$ cat src/rtl/mem_axi_master.sv
`default_nettype none
// ============================================================================
// mem_axi_master: turns single MMU request pulses into AXI4-Lite transfers.
// Optional MEM_AXI_MASTER_BUSERR_EN reports rresp/bresp errors. Rev 1.0
// ============================================================================
module mem_axi_master #(
  parameter logic [2:0] PROT = 3'b000
) (
  input  logic        clk,
  input  logic        rst,
  input  logic        request_enable,
  input  logic        req_mode,
  input  logic [31:0] req_addr,
  input  logic [31:0] req_wdata,
  input  logic [3:0]  req_wstrb,
  output logic        response_enable,
  output logic [31:0] resp_data,
  output logic        bus_error,
  output logic        busy,
  output logic [31:0] araddr,
  output logic [2:0]  arprot,
  output logic        arvalid,
  input  logic        arready,
  input  logic [31:0] rdata,
  input  logic [1:0]  rresp,
  input  logic        rvalid,
  output logic        rready,
  output logic [31:0] awaddr,
  output logic [2:0]  awprot,
  output logic        awvalid,
  input  logic        awready,
  output logic [31:0] wdata,
  output logic [3:0]  wstrb,
  output logic        wvalid,
  input  logic        wready,
  input  logic [1:0]  bresp,
  input  logic        bvalid,
  output logic        bready
);

  typedef enum logic [2:0] {
    IDLE    = 3'd0,
    RD_ADDR = 3'd1,
    RD_DATA = 3'd2,
    WR_REQ  = 3'd3,
    WR_RESP = 3'd4,
    DONE    = 3'd5
  } state_t;

  state_t      state_q, state_d;
  logic [31:0] addr_q, addr_d;
  logic [31:0] wdata_q, wdata_d;
  logic [3:0]  wstrb_q, wstrb_d;
  logic [31:0] resp_data_q, resp_data_d;
  logic        arvalid_q, arvalid_d;
  logic        rready_q, rready_d;
  logic        awvalid_q, awvalid_d;
  logic        wvalid_q, wvalid_d;
  logic        bready_q, bready_d;
  logic        response_enable_q, response_enable_d;
  logic        busy_q, busy_d;
  logic        bus_error_q, bus_error_d;
  logic        aw_done, w_done;
  logic        rd_err, wr_err;

`ifdef MEM_AXI_MASTER_BUSERR_EN
  assign rd_err = (rresp != 2'b00);
  assign wr_err = (bresp != 2'b00);
`else
  logic unused_resp;
  assign unused_resp = ^{rresp, bresp};
  assign rd_err      = 1'b0;
  assign wr_err      = 1'b0;
`endif

  always_comb begin
    state_d           = state_q;
    addr_d            = addr_q;
    wdata_d           = wdata_q;
    wstrb_d           = wstrb_q;
    resp_data_d       = resp_data_q;
    arvalid_d         = arvalid_q;
    rready_d          = rready_q;
    awvalid_d         = awvalid_q;
    wvalid_d          = wvalid_q;
    bready_d          = bready_q;
    busy_d            = busy_q;
    response_enable_d = 1'b0;
    bus_error_d       = 1'b0;
    // A channel counts as done once its valid has already dropped or handshakes now.
    aw_done           = !awvalid_q || awready;
    w_done            = !wvalid_q || wready;

    case (state_q)
      IDLE: begin
        busy_d = 1'b0;
        if (request_enable) begin
          addr_d  = req_addr;
          wdata_d = req_wdata;
          wstrb_d = req_wstrb;
          busy_d  = 1'b1;
          if (req_mode) begin
            awvalid_d = 1'b1;
            wvalid_d  = 1'b1;
            state_d   = WR_REQ;
          end else begin
            arvalid_d = 1'b1;
            state_d   = RD_ADDR;
          end
        end
      end
      RD_ADDR: begin
        if (arready) begin
          arvalid_d = 1'b0;
          rready_d  = 1'b1;
          state_d   = RD_DATA;
        end
      end
      RD_DATA: begin
        if (rvalid) begin
          rready_d          = 1'b0;
          response_enable_d = 1'b1;
          bus_error_d       = rd_err;
          resp_data_d       = rd_err ? 32'd0 : rdata;
          state_d           = DONE;
        end
      end
      WR_REQ: begin
        if (awvalid_q && awready) awvalid_d = 1'b0;
        if (wvalid_q && wready)   wvalid_d  = 1'b0;
        if (aw_done && w_done) begin
          bready_d = 1'b1;
          state_d  = WR_RESP;
        end
      end
      WR_RESP: begin
        if (bvalid) begin
          bready_d          = 1'b0;
          response_enable_d = 1'b1;
          bus_error_d       = wr_err;
          resp_data_d       = 32'd0;
          state_d           = DONE;
        end
      end
      DONE: begin
        busy_d  = 1'b0;
        state_d = IDLE;
      end
      default: state_d = IDLE;
    endcase
  end

  always_ff @(posedge clk) begin
    if (rst) begin
      state_q           <= IDLE;
      addr_q            <= 32'd0;
      wdata_q           <= 32'd0;
      wstrb_q           <= 4'd0;
      resp_data_q       <= 32'd0;
      arvalid_q         <= 1'b0;
      rready_q          <= 1'b0;
      awvalid_q         <= 1'b0;
      wvalid_q          <= 1'b0;
      bready_q          <= 1'b0;
      response_enable_q <= 1'b0;
      busy_q            <= 1'b0;
      bus_error_q       <= 1'b0;
    end else begin
      state_q           <= state_d;
      addr_q            <= addr_d;
      wdata_q           <= wdata_d;
      wstrb_q           <= wstrb_d;
      resp_data_q       <= resp_data_d;
      arvalid_q         <= arvalid_d;
      rready_q          <= rready_d;
      awvalid_q         <= awvalid_d;
      wvalid_q          <= wvalid_d;
      bready_q          <= bready_d;
      response_enable_q <= response_enable_d;
      busy_q            <= busy_d;
      bus_error_q       <= bus_error_d;
    end
  end

  assign response_enable = response_enable_q;
  assign resp_data       = resp_data_q;
  assign bus_error       = bus_error_q;
  assign busy            = busy_q;
  assign araddr          = addr_q;
  assign arprot          = PROT;
  assign arvalid         = arvalid_q;
  assign rready          = rready_q;
  assign awaddr          = addr_q;
  assign awprot          = PROT;
  assign awvalid         = awvalid_q;
  assign wdata           = wdata_q;
  assign wstrb           = wstrb_q;
  assign wvalid          = wvalid_q;
  assign bready          = bready_q;

endmodule
`default_nettype wire

$ cat config.mk
export PLATFORM = sky130hd
export DESIGN_NAME = mem_axi_master
export DESIGN_NICKNAME = d
export VERILOG_FILES = /design/src/rtl/mem_axi_master.sv
export SDC_FILE = /design/constraint.sdc
export NUM_CORES = 1
export LEC_CHECK = 0
export ABC_AREA = 1
export BUFFER_PORTS_ARGS = -buffer_cell sky130_fd_sc_hd__buf_2
export CORE_MARGIN = 4
export CORE_UTILIZATION = 48
export CTS_CLUSTER_SIZE = 25
export DETAILED_ROUTE_END_ITERATION = 10
export HOLD_SLACK_MARGIN = 0.02
export MAX_ROUTING_LAYER = met4
export PLACE_DENSITY = 0.86
export SLEW_MARGIN = 30
export SYNTH_ARGS = -nofsm -noshare
export SYNTH_HDL_FRONTEND = slang
export SYNTH_SLANG_ARGS = --single-unit
$ cat constraint.sdc
create_clock -name clk -period 3.6 [get_ports clk]
set_input_delay 0.36 -clock clk [delete_from_list [all_inputs] [get_ports clk]]
set_output_delay 0.36 -clock clk [all_outputs]
set_load 0.01 [all_outputs]
# After elaboration in Yosys (flattened, before gate mapping)
# Cells that the tools add are included.
[classes] mul=0 shifts=0 order_cmp=0 eq_ne=14 muxes=31 n_addsub=0 n_reduce_logical=22 div_mod_pow=0 n_bitwise=0
[ops] op="32-bit 2-to-1 mux" count=2
[ops] op="32-bit one-hot mux with 2 select lines" count=1
[ops] op="2-bit != test, second input constant" count=9
[ops] op="3-bit 2-to-1 mux" count=5
[ops] op="3-bit one-hot mux with 5 select lines" count=1
[ops] op="1-bit 2-to-1 mux" count=14
[ops] op="1-bit one-hot mux with 2 select lines" count=7
[ops] op="4-bit AND reduction" count=3
[ops] op="2-bit nonzero test" count=6
[ops] op="3-bit AND reduction" count=3
[ops] op="3-bit by 2-bit == test with 1-bit output, second input constant" count=2
[ops] op="3-bit == test, second input constant" count=2
[ops] op="5-bit AND reduction" count=1
[ops] op="3-bit by 1-bit == test with 1-bit output, second input constant" count=1
[ops] op="1-bit logical AND" count=3
[ops] op="3-bit logical NOT" count=1
[ops] op="1-bit logical NOT" count=2
[ops] op="1-bit logical OR" count=2
[ops] op="2-bit 2-to-1 mux" count=1
[ops] op="2-bit AND reduction" count=1
[totals] mem_bits_rw=0 ff_bits=110 rom_bits=0 wordCells=79 memories=0 out_inout_bits=146 latchBits=0

# Logic depth before layout (Yosys ltp)
# Gate-level depths: netlist of the first run.
[logic_depth] ltp_word=5 depth_mapped=9 ltp_nobuf=9

# Worst setup path before layout of the first run
# No wires, ideal clock.
[synth_timing] kind="input to register" start="in rst" end="reg resp_data_q[10], in the netlist resp_data[10]" setup_ps=143 t_arrival_ps=1252 stages=4 required_ps=3457 setup_slack_ps=2205 path_cell_list="buf_2 -> clkbuf_1 -> clkbuf_1 -> a21oi_2"
[synth_rtl] element="from (decl)" line="10" source="input logic rst,"
[synth_rtl] element="to (signal assigned)" line="173" source="resp_data_q <= resp_data_d;"
[synth_rtl] element="to (decl)" line="54" source="logic [31:0] resp_data_q, resp_data_d;"
# No word-level cell between the ends.

# Final worst setup path of the first run
[layout_timing] start="reg state_q[2]" end="reg resp_data_q[30], in the netlist resp_data[30]"
[layout_between] elab_chain_len=3
[layout_rtl] element="from (decl)" line="50" source="state_t state_q, state_d;"
[layout_rtl] element="from (signal assigned)" line="169" source="state_q <= state_d;"
[layout_rtl] element="3-bit == test or 3-bit by 2-bit == test with 1-bit output (tied branches)" line="94" source="case (state_q)"
[layout_rtl] element="2-bit != test (no source line) or 2-bit nonzero test (tied branches)"
[layout_rtl] element="3-bit AND reduction (no source line)"
# Parallel ways exist; a longest one is shown, timed or not.
# A chain may end at the register's enable or synchronous reset.

==> results by group, run 1 <==
Status
  • Status: finished, final reports clean

Finish
  • Area grow syn2layout: 25.4%
  • Share of post-route cells with drive strength above 1: 42.1%
  • Area of the multi-input gates: 0.00186 sq mm
  • Diode count: 0
  • Most common cell after layout, fill and taps aside: buf_2
  • # fillers: 869
  • Design area: 0.00576 sq mm
  • Final net count: 864
  • Reg area: 0.00220 sq mm
  • Commonest cells after routing, fill and taps aside: buf_2, nand2_1, dfxtp_1

STA
  • Fmax: 0.500 GHz
  • RSZ-0062 raised after global routing: no
  • Clock Skew: 0.0143 ns
  • Final period util: 55.5%
  • Rel. slew slack: 42.6%
  • Worst-margin pin slew: 0.861 ns
  • Final worst path period need: 2.00 ns
  • Endpoints failing setup: 0
  • Count of pins over their slew limit: 0
  • Final Hold Vio Count: 0
  • Final TNS setup: 0 ns

Floorplan
  • Row Count: 35
  • IO Pins: 259
  • Initial Util: 49.4%
  • Die Width: 106 um
  • Core area: 0.00928 sq mm
  • Die area: 0.0112 sq mm
  • Chip Height: 106 um

Placement
  • GPL Wtd Cong: 0.876
  • Buffers on Ports: 247
  • Post-detailed-placement half-perimeter wirelength: 8670 um
  • Placed inst area: 0.00554 sq mm

Worst setup path
  • R2r endpoint: resp_data[30]$_SDFFE_PP0P_
  • Largest delay share family, worst path: simple AND/OR/NAND/NOR gates
  • Slowest CP cell: nor2_8
  • CP Max Fanout: 34
  • Crit Path Class: reg -> reg
  • R2r worst-path depth: 8
  • Worst path max stage delay: 0.68 ns
  • Worst Setup SP: state_q[2]$_SDFFE_PP0P_
  • Last element of the critical path: resp_data[30]$_SDFFE_PP0P_
  • CP Launch Type: flop
  • Reg-to-Reg Start: state_q[2]$_SDFFE_PP0P_
  • Required time of the critical path: 3.88 ns
  • Crit path DAT: 2.28 ns
  • Worst path cell trace: inv_2 > nand2_2 > nor2_2 > nand2_4 > inv_4 > nor2_8 > nand2_1 > a21oi_1
  • R2R setup slack: 1.60 ns
  • Crit. path cell count: 8
  • Worst Path Buf+Inv: 2
  • Setup crit end kind: flop

Pwr
  • Switching Fraction: 39.0%
  • Psw: 1.49 mW
  • Logic pwr share: 36.7%
  • Flop pwr share: 42.9%
  • P per Cell Area: 662 mW/mm^2
  • Cell internal pwr: 2.32 mW
  • Static Leakage: 2.77 nW
  • Peak VDD IR: 0.000426 V
  • Clk network pwr share: 20.4%

Hold path
  • HP Class: in -> reg
  • Hold depth: 3

Clocking
  • Max H-tree Level: 3
  • Post-CTS Setup Bufs: 0
  • Clock root buffer: clkbuf_8
  • Number of CTS-inserted buffers: 9
  • Clk sinks: 110
  • CTS clk-pin slew, worst paths: 0.11 ns
  • CTS max path bufs: 2
  • CTS tree: built
  • Post_cts resized: 0
  • Worst-skew pair later-pin latency: 0.36 ns
  • # hold bufs at CTS: 0

Global route
  • Remaining Overflow, GRT: 0
  • First-pass GRT wire length: 18500 um
  • Vias in the first global route: 3835
  • Total GRT Usage: 20.6%
  • Initial antenna violation count: 0
  • Largest net degree at the start of global routing: 70

Synthesis
  • Syn Inst Count: 558
  • Synth warnings: 0
  • Synth cell types: 28
  • Flops & latches, synth: 110
  • Post-synthesis average cell area: 8.23 sq um
  • Mapped cell area: 0.00459 sq mm
  • Seq/Total Area, Yosys: 48.0%

Detailed routing
  • Final ANT Viol Nets: 0
  • Via Count: 4196
  • 1st-iter DRT viols: 228
  • Wire length per cell: 13.5 um
  • DR vias/cell: 4.74
  • DRC viols: 0
  • DR pass1 iterations: 4
  • Final WL: 11900 um

Job
  • Max_cap viols: 0
## state kept, by name (all words and copies together) (netlist names)
name / cells
bready: 1
araddr: 32
wdata: 32
wstrb: 4
response_enable: 1
arvalid: 1
resp_data: 32
state_q: 3
awvalid: 1
busy: 1
wvalid: 1
rready: 1
## logic make-up after synthesis
logic type | Yosys count | share of synthesized area (%)
and+or+nand+nor | 246 | 25.7
buffers and inverters | 87 | 12.0
other | 1 | 0.0817
AOI/OAI and AO/OA | 114 | 14.2
DFF | 110 | 48.0
## synth_stat cells
cell      count  area, sq um
nand2_2       2         12.5
nand3b_1      1         7.51
nor3_1        2         10.0
conb_1        1         3.75
dfxtp_1     110         2200
o211ai_1      1         7.51
nand3_2       1         10.0
nor2_4        2         22.5
o21a_1        1         7.51
buf_6         1         11.3
buf_4        41          308
inv_2         2         7.51
buf_8         1         15.0
buf_2        13         65.1
nand2_4      21          236
nor2_2        1         6.26
inv_4         1         6.26
nand3_1      39          195
a21oi_2      20          175
nor2_1        6         22.5
a21oi_1      88          440
o21bai_1      1         7.51
buf_12        2         40.0
nand2_1     170          638
clkbuf_1     17         63.8
nor2_8        1         20.0
o21ai_0       3         15.0
inv_1         9         33.8
## through the flow
stage / worst slack (ns) / hold WS, ns / cells / power, mW / util [%]
after floorplan: 2.20 / 0.483 / 564 / 2.71 / -
after global placement: 1.65 / 0.447 / 869 / 3.04 / 59.7
after detailed placement: 1.61 / 0.453 / 869 / 3.07 / 59.7
after CTS: 1.59 / 0.214 / 885 / 3.85 / 62.0
after global routing: 1.42 / 0.214 / 885 / 4.06 / 62.0
final: 1.60 / 0.231 / 885 / 3.81 / 62.0
## routing by layer
metal  global-route usage [%]  up-vias  part of all wire (%)
met5                        -        -                     0
met3                     4.29       22                   6.0
met4                     6.20        0                   1.8
met2                     35.3      154                    50
met1                     24.3     1875                    42
li1                         -     2145                     -
## power groups by stage
stage / clock network [mW] / registers, mW / logic [mW]
2_1_floorplan: 0 / 1.75 / 0.953
4_1_cts: 0.804 / 1.63 / 1.41
3_5_place_dp: 0 / 1.66 / 1.41
6_report: 0.778 / 1.63 / 1.40
5_1_grt: 0.842 / 1.67 / 1.55
3_3_place_gp: 0 / 1.65 / 1.39
## worst reg2reg max path, cell delays in order, from the launching register on
cell	delay, ns
dfxtp_1	0.47
inv_2	0.13
nand2_2	0.09
nor2_2	0.06
nand2_4	0.08
inv_4	0.14
nor2_8	0.68
nand2_1	0.13
a21oi_1	0.16
## worst min path at each step
stage	start	end	slack, ns
after floorplan	resp_data[19]$_SDFFE_PP0P_	resp_data[19]$_SDFFE_PP0P_	0.48
after global placement	resp_data[28]$_SDFFE_PP0P_	resp_data[28]$_SDFFE_PP0P_	0.45
after detailed placement	resp_data[26]$_SDFFE_PP0P_	resp_data[26]$_SDFFE_PP0P_	0.45
after CTS	req_wdata[12]	wdata[12]$_SDFFE_PP0P_	0.21
after global routing	req_addr[30]	araddr[30]$_SDFFE_PP0P_	0.21
final	req_wdata[24]	wdata[24]$_SDFFE_PP0P_	0.23
## final cells by class
type	count	share of cell area, %
Clock buffer	10	2.39
Clock inverter	6	1.30
Inverter	12	0.870
Multi-Input combinational cell	367	32.3
Sequential cell	110	38.3
Tap cell	129	2.80
Timing Repair Buffer	251	22.0
(Power assumes the default switching activity.)
==> run 2: changes to the inputs <==
--- a/config.mk
+++ b/config.mk
@@ -8,12 +8,12 @@
 export ABC_AREA = 1
 export BUFFER_PORTS_ARGS = -buffer_cell sky130_fd_sc_hd__buf_2
 export CORE_MARGIN = 4
-export CORE_UTILIZATION = 48
+export CORE_UTILIZATION = 44
 export CTS_CLUSTER_SIZE = 25
 export DETAILED_ROUTE_END_ITERATION = 10
 export HOLD_SLACK_MARGIN = 0.02
 export MAX_ROUTING_LAYER = met4
-export PLACE_DENSITY = 0.86
+export PLACE_DENSITY = 0.8
 export SLEW_MARGIN = 30
 export SYNTH_ARGS = -nofsm -noshare
 export SYNTH_HDL_FRONTEND = slang
==> constraint.sdc (replaced) <==
create_clock -name clk -period 2.1 [get_ports clk]
set_input_delay 0.21 -clock clk [delete_from_list [all_inputs] [get_ports clk]]
set_output_delay 0.21 -clock clk [all_outputs]
set_load 0.01 [all_outputs]
==> results by group, run 2 (synthesis results as in run 1) <==
Worst setup path
  • Slowest CP cell: dfxtp_1
  • Worst path cell trace: inv_2 > nand2_2 > nor2_2 > nand2_4 > inv_4 > nor2_8 > buf_4 > nand2_4 > a21oi_2
  • Crit Path Class: reg -> reg
  • Worst path max stage delay: 0.45 ns (-0.23 ns)
  • CP Max Fanout: 18 (-47%)
  • Reg-to-Reg Start: state_q[2]$_SDFFE_PP0P_
  • Setup crit end kind: flop
  • CP Launch Type: flop
  • Worst Setup SP: state_q[2]$_SDFFE_PP0P_
  • Crit path DAT: 1.94 ns (-0.34 ns)
  • Most common cell on crit path: nand2_4
  • R2r worst-path depth: 9 (+1)
  • Required time of the critical path: 2.40 ns (-1.48 ns)

STA
  • Count of pins over their slew limit: 0 (unchanged)
  • Clock Skew: 0.0159 ns (+0.00166 ns)
  • Final Hold Vio Count: 0 (unchanged)
  • Final Hold Slack: 0.0855 ns (-0.146 ns)
  • Endpoints failing setup: 0 (unchanged)
  • Final TNS setup: 0 ns (unchanged)
  • PnR worst setup slack: 0.453 ns (-1.15 ns)
  • Final worst path period need: 1.65 ns (-0.352 ns)
  • RSZ-0062 raised after global routing: no
  • Fmax: 0.607 GHz (+21%)
  • Final period util: 78.4% (+23 points)

Floorplan
  • Die area: 0.0121 sq mm (+8.4%)
  • Chip Height: 110 um (+4.1%)
  • Core area: 0.0102 sq mm (+10%)
  • IO Pins: 259 (unchanged)
  • Initial Util: 44.9% (-4.6 points)
  • Row Count: 37 (+5.7%)
  • Die Width: 110 um (+4.1%)

Finish
  • Most common cell after layout, fill and taps aside: buf_2
  • Area grow syn2layout: 26.6%
  • Commonest cells after routing, fill and taps aside: buf_2, nand2_1, dfxtp_1
  • Final net count: 871 (+0.81%)
  • Share of post-route cells with drive strength above 1: 42.5% (+0.40 points)

Clocking
  • CTS clk-pin slew, worst paths: 0.11 ns (about the same)
  • Max H-tree Level: 3 (unchanged)
  • CTS max path bufs: 2 (unchanged)
  • # hold bufs at CTS: 0 (unchanged)
  • Clock root buffer: clkbuf_8
  • Clk sinks: 110 (unchanged)
  • Number of CTS-inserted buffers: 9 (unchanged)
  • Worst-skew pair later-pin latency: 0.35 ns (about the same)
  • CTS tree: built
  • Post-CTS Setup Bufs: 0 (unchanged)
  • Post_cts resized: 0 (unchanged)

Detailed routing
  • Final WL: 11900 um (+0.20%)
  • 1st-iter DRT viols: 229 (+0.44%)
  • Via Count: 4264 (+1.6%)
  • DR vias/cell: 4.74 (about the same)
  • Wire length per cell: 13.3 um (-1.5%)
  • Final ANT Viol Nets: 0 (unchanged)
  • DR pass1 iterations: 6 (+2)
  • DRC viols: 0 (unchanged)

Pwr
  • Static Leakage: 2.81 nW (+1.2%)
  • Peak VDD IR: 0.000572 V (+34%)
  • Tot Pwr: 6.45 mW (+69%)
  • P per Cell Area: 1110 mW/mm^2 (+68%)

Placement
  • Post-detailed-placement half-perimeter wirelength: 8820 um (+1.8%)
  • GPL Wtd Cong: 0.830 (-5.2%)
  • Buffers on Ports: 247 (unchanged)
  • Worst slack, placed: 0.482 ns (-1.13 ns)

Global route
  • Initial antenna violation count: 1 (+1)
  • Total GRT Usage: 18.8% (-1.8 points)
  • Vias in the first global route: 3890 (+1.4%)
  • Met2 Usage GRT: 31.0% (-4.3 points)
  • Grt met3 use: 3.73% (-0.56 points)
  • First-pass GRT wire length: 17900 um (-3.5%)
  • Largest net degree at the start of global routing: 62 (-11%)
  • Remaining Overflow, GRT: 0 (unchanged)
  • Gr busiest metal: met2
  • Grt met1 use: 22.8% (-1.5 points)

Status
  • Status: finished, final reports clean

Job
  • Max_cap viols: 0 (unchanged)

Hold path
  • HP Class: in -> reg
  • Hold depth: 3 (unchanged)
  • Worst Hold Launch: req_wdata[23]
-- run 2: stage by stage --
step           utilization [%]  instance area, sq um  instances
6_report                  56.8                  5810        900
5_1_grt                   56.8                  5810        900
4_1_cts                   56.8                  5810        899
3_5_place_dp              55.0                  5630        883
3_3_place_gp              55.0                  5630        883
2_1_floorplan                -                  4610        564
-- run 2: cell type report --
| class | count | area, sq um |
|---|---|---|
| Fill cell | 1000 | 4420 |
| Sequential cell | 110 | 2200 |
| Multi-Input combinational cell | 367 | 1860 |
| Timing Repair Buffer | 258 | 1350 |
| Tap cell | 136 | 170 |
| Clock buffer | 11 | 141 |
| Inverter | 12 | 47.5 |
| Clock inverter | 5 | 40.0 |
| Antenna cell | 1 | 2.50 |
-- run 2: final timing paths --
path | slack, ns | endpoint
setup reg to reg | 0.45 | resp_data[31]$_SDFFE_PP0P_
setup / recovery | 0.45 | resp_data[31]$_SDFFE_PP0P_
hold / removal | 0.09 | wdata[23]$_SDFFE_PP0P_
hold reg to reg | 0.47 | wdata[24]$_SDFFE_PP0P_
-- run 2: report_power, final --
group,internal [mW],switching (mW)
clock,0.480,0.715
combinational,0.935,1.53
sequential,2.51,0.289
-- run 2: critical path: cells and delay by family (launching register included) --
kind                   cells  cell delay (ns)
buffers and inverters      3             0.43
DFF                        1             0.45
AOI/OAI and AO/OA          1             0.10
and+or+nand+nor            5             0.59
-- run 2: metal layers --
layer  vias to the layer above  part of all wire (%)
li1                       2155                     -
met1                      1927                    41
met2                       158                    49
met3                        24                   7.2
met4                         0                   2.6
met5                         -                     0
==> run 3: changes to the inputs <==
--- a/config.mk
+++ b/config.mk
@@ -8,12 +8,12 @@
 export ABC_AREA = 1
 export BUFFER_PORTS_ARGS = -buffer_cell sky130_fd_sc_hd__buf_2
 export CORE_MARGIN = 4
-export CORE_UTILIZATION = 44
+export CORE_UTILIZATION = 40
 export CTS_CLUSTER_SIZE = 25
 export DETAILED_ROUTE_END_ITERATION = 10
 export HOLD_SLACK_MARGIN = 0.02
 export MAX_ROUTING_LAYER = met4
-export PLACE_DENSITY = 0.8
+export PLACE_DENSITY = 0.77
 export SLEW_MARGIN = 30
 export SYNTH_ARGS = -nofsm -noshare
 export SYNTH_HDL_FRONTEND = slang
==> constraint.sdc (replaced) <==
create_clock -name clk -period 1.5 [get_ports clk]
set_input_delay 0.15 -clock clk [delete_from_list [all_inputs] [get_ports clk]]
set_output_delay 0.15 -clock clk [all_outputs]
set_load 0.01 [all_outputs]
==> results by group, run 3 (synthesis results as in run 1) <==
Clocking
  • CTS tree: built
  • CTS clk-pin slew, worst paths: 0.07 ns (-0.04 ns)
  • Max H-tree Level: 3 (unchanged)
  • Number of CTS-inserted buffers: 9 (unchanged)
  • Worst-skew pair later-pin latency: 0.34 ns (about the same)
  • Clock root buffer: clkbuf_16
  • Clk sinks: 110 (unchanged)
  • CTS max path bufs: 2 (unchanged)

STA
  • Final period util: 93.4% (+15 points)
  • Fmax: 0.714 GHz (+18%)
  • Final worst path period need: 1.40 ns (-0.246 ns)
  • Clock Skew: 0.00689 ns (-0.00905 ns)
  • Final Hold Vio Count: 0 (unchanged)
  • Endpoints failing setup: 0 (unchanged)
  • PnR worst setup slack: 0.0987 ns (-0.354 ns)
  • RSZ-0062 raised after global routing: yes
  • Count of pins over their slew limit: 0 (unchanged)

Worst setup path
  • Required time of the critical path: 1.73 ns (-0.67 ns)
  • Crit path DAT: 1.63 ns (-0.31 ns)
  • CP Max Fanout: 5 (-13)
  • R2R setup slack: 0.1 ns (-0.35 ns)
  • Reg-to-Reg Start: state_q[0]$_SDFFE_PP0P_
  • Crit Path Class: reg -> reg
  • R2r endpoint: state_q[1]$_SDFFE_PP0P_
  • R2r worst-path depth: 8 (-1)
  • CP Launch Type: flop
  • Worst Setup SP: state_q[0]$_SDFFE_PP0P_
  • Setup crit end kind: flop

Finish
  • Final Core Density: 55.7% (-1.1 points)
  • Diode count: 0 (-1)
  • Share of post-route cells with drive strength above 1: 43.8% (+1.3 points)
  • Most common cell after layout, fill and taps aside: buf_2
  • Commonest cells after routing, fill and taps aside: buf_2, nand2_1, dfxtp_1
  • Final net count: 880 (+1.0%)
  • Area grow syn2layout: 33.9%
  • Design area: 0.00614 sq mm (+5.7%)

Floorplan
  • Initial Util: 41.6% (-3.3 points)
  • Row Count: 38 (+2.7%)
  • Core area: 0.0110 sq mm (+7.8%)
  • Chip Height: 115 um (+4.5%)
  • Die area: 0.0133 sq mm (+9.3%)
  • IO Pins: 259 (unchanged)
  • Die Width: 115 um (+4.5%)

Hold path
  • Worst Hold Launch: req_wdata[23]
  • Hold depth: 3 (unchanged)
  • Hold Path Sink: wdata[23]$_SDFFE_PP0P_
  • HP Class: in -> reg

Status
  • Status: finished, final reports clean

Placement
  • Post-detailed-placement half-perimeter wirelength: 9170 um (+4.0%)
  • Buffers on Ports: 247 (unchanged)
  • Placed inst area: 0.00571 sq mm (+1.4%)
  • Worst slack, placed: -0.215 ns (-0.697 ns)
  • GPL Wtd Cong: 0.862 (+3.8%)

Global route
  • Largest net degree at the start of global routing: 70 (+13%)
  • Remaining Overflow, GRT: 0 (unchanged)
  • Total GRT Usage: 18.9% (+0.082 points)
  • First-pass GRT wire length: 19600 um (+9.6%)
  • Vias in the first global route: 3991 (+2.6%)
  • Initial antenna violation count: 0 (-1)

Detailed routing
  • Via Count: 4319 (+1.3%)
  • 1st-iter DRT viols: 248 (+8.3%)
  • DR pass1 iterations: 4 (-2)
  • Wire length per cell: 14.0 um (+5.6%)
  • DRC viols: 0 (unchanged)
  • Final WL: 12800 um (+7.0%)
  • DR vias/cell: 4.74 (about the same)
  • Final ANT Viol Nets: 0 (unchanged)

Pwr
  • Static Leakage: 2.95 nW (+5.0%)
  • Tot Pwr: 10.4 mW (+61%)
  • P per Cell Area: 1690 mW/mm^2 (+53%)
  • Peak VDD IR: 0.00121 V (+110%)

Job
  • Max_cap viols: 0 (unchanged)
-- run 3: cell types whose count changed in the layout (fill, tap and decap cells not counted), sizes merged --
cell,before,now
clkinv,2,3
nor2,10,11
diode,1,0
buf,258,266
bufinv,0,3
inv,15,11
-- run 3: repair_timing --
item                       in CTS  in global routing
gates cloned                    1                  0
setup buffers                   2                  1
gates resized for setup         5                  8
hold buffers                    0                  0
pin swaps                       2                  0
setup endpoints to repair      40                 27
-- run 3: area by class of cell --
type | instances | area [sq um]
Sequential cell | 110 | 2200
Clock buffer | 11 | 233
Inverter | 12 | 52.6
Multi-Input combinational cell | 368 | 1890
Clock inverter | 5 | 108
Fill cell | 1039 | 4890
Tap cell | 140 | 175
Timing Repair Buffer | 266 | 1480
-- run 3: critical path: stages (launching register included) --
cell     delay (ns)
dfxtp_1        0.43
buf_4          0.18
inv_1          0.06
nor2_2         0.14
nand3_1        0.12
nand2_2        0.13
nor2_4         0.06
a21oi_1        0.12
nor2_1         0.05
-- run 3: per-layer routing --
layer  track usage [%]  share of wire (%)  vias to the layer above
li1                  -                  -                     2172
met1              22.5                 41                     1959
met2              31.8                 50                      160
met3              3.42                6.6                       28
met4              6.89                2.7                        0
met5                 -                  0                        -
-- run 3: how the worst max path moves through the flow --
stage / to / slack, ns / cells past startpoint
floorplan: resp_data[10]$_SDFFE_PP0P_ / 0.17 / 8
global placement: resp_data[24]$_SDFFE_PP0P_ / -0.17 / 6
detailed placement: resp_data[26]$_SDFFE_PP0P_ / -0.22 / 6
CTS: state_q[1]$_SDFFE_PP0P_ / 0.05 / 8
global route: araddr[27]$_SDFFE_PP0P_ / -0.0009 / 6
finish: state_q[1]$_SDFFE_PP0P_ / 0.1 / 8
-- run 3: power breakdown --
part           switching [mW]  leakage (nW)  internal [mW]
sequential              0.390         0.898           3.51
clock                    1.04         0.164           1.64
combinational            2.28          1.89           1.55
-- run 3: stage by stage --
stage	setup TNS (ns)	hold slack, ns	std cells
2_1_floorplan	0	0.293	564
3_3_place_gp	-3.86	0.399	892
3_5_place_dp	-4.95	0.404	892
4_1_cts	0	0.0356	911
5_1_grt	-0.000862	0.0419	912
6_report	0	0.0524	912
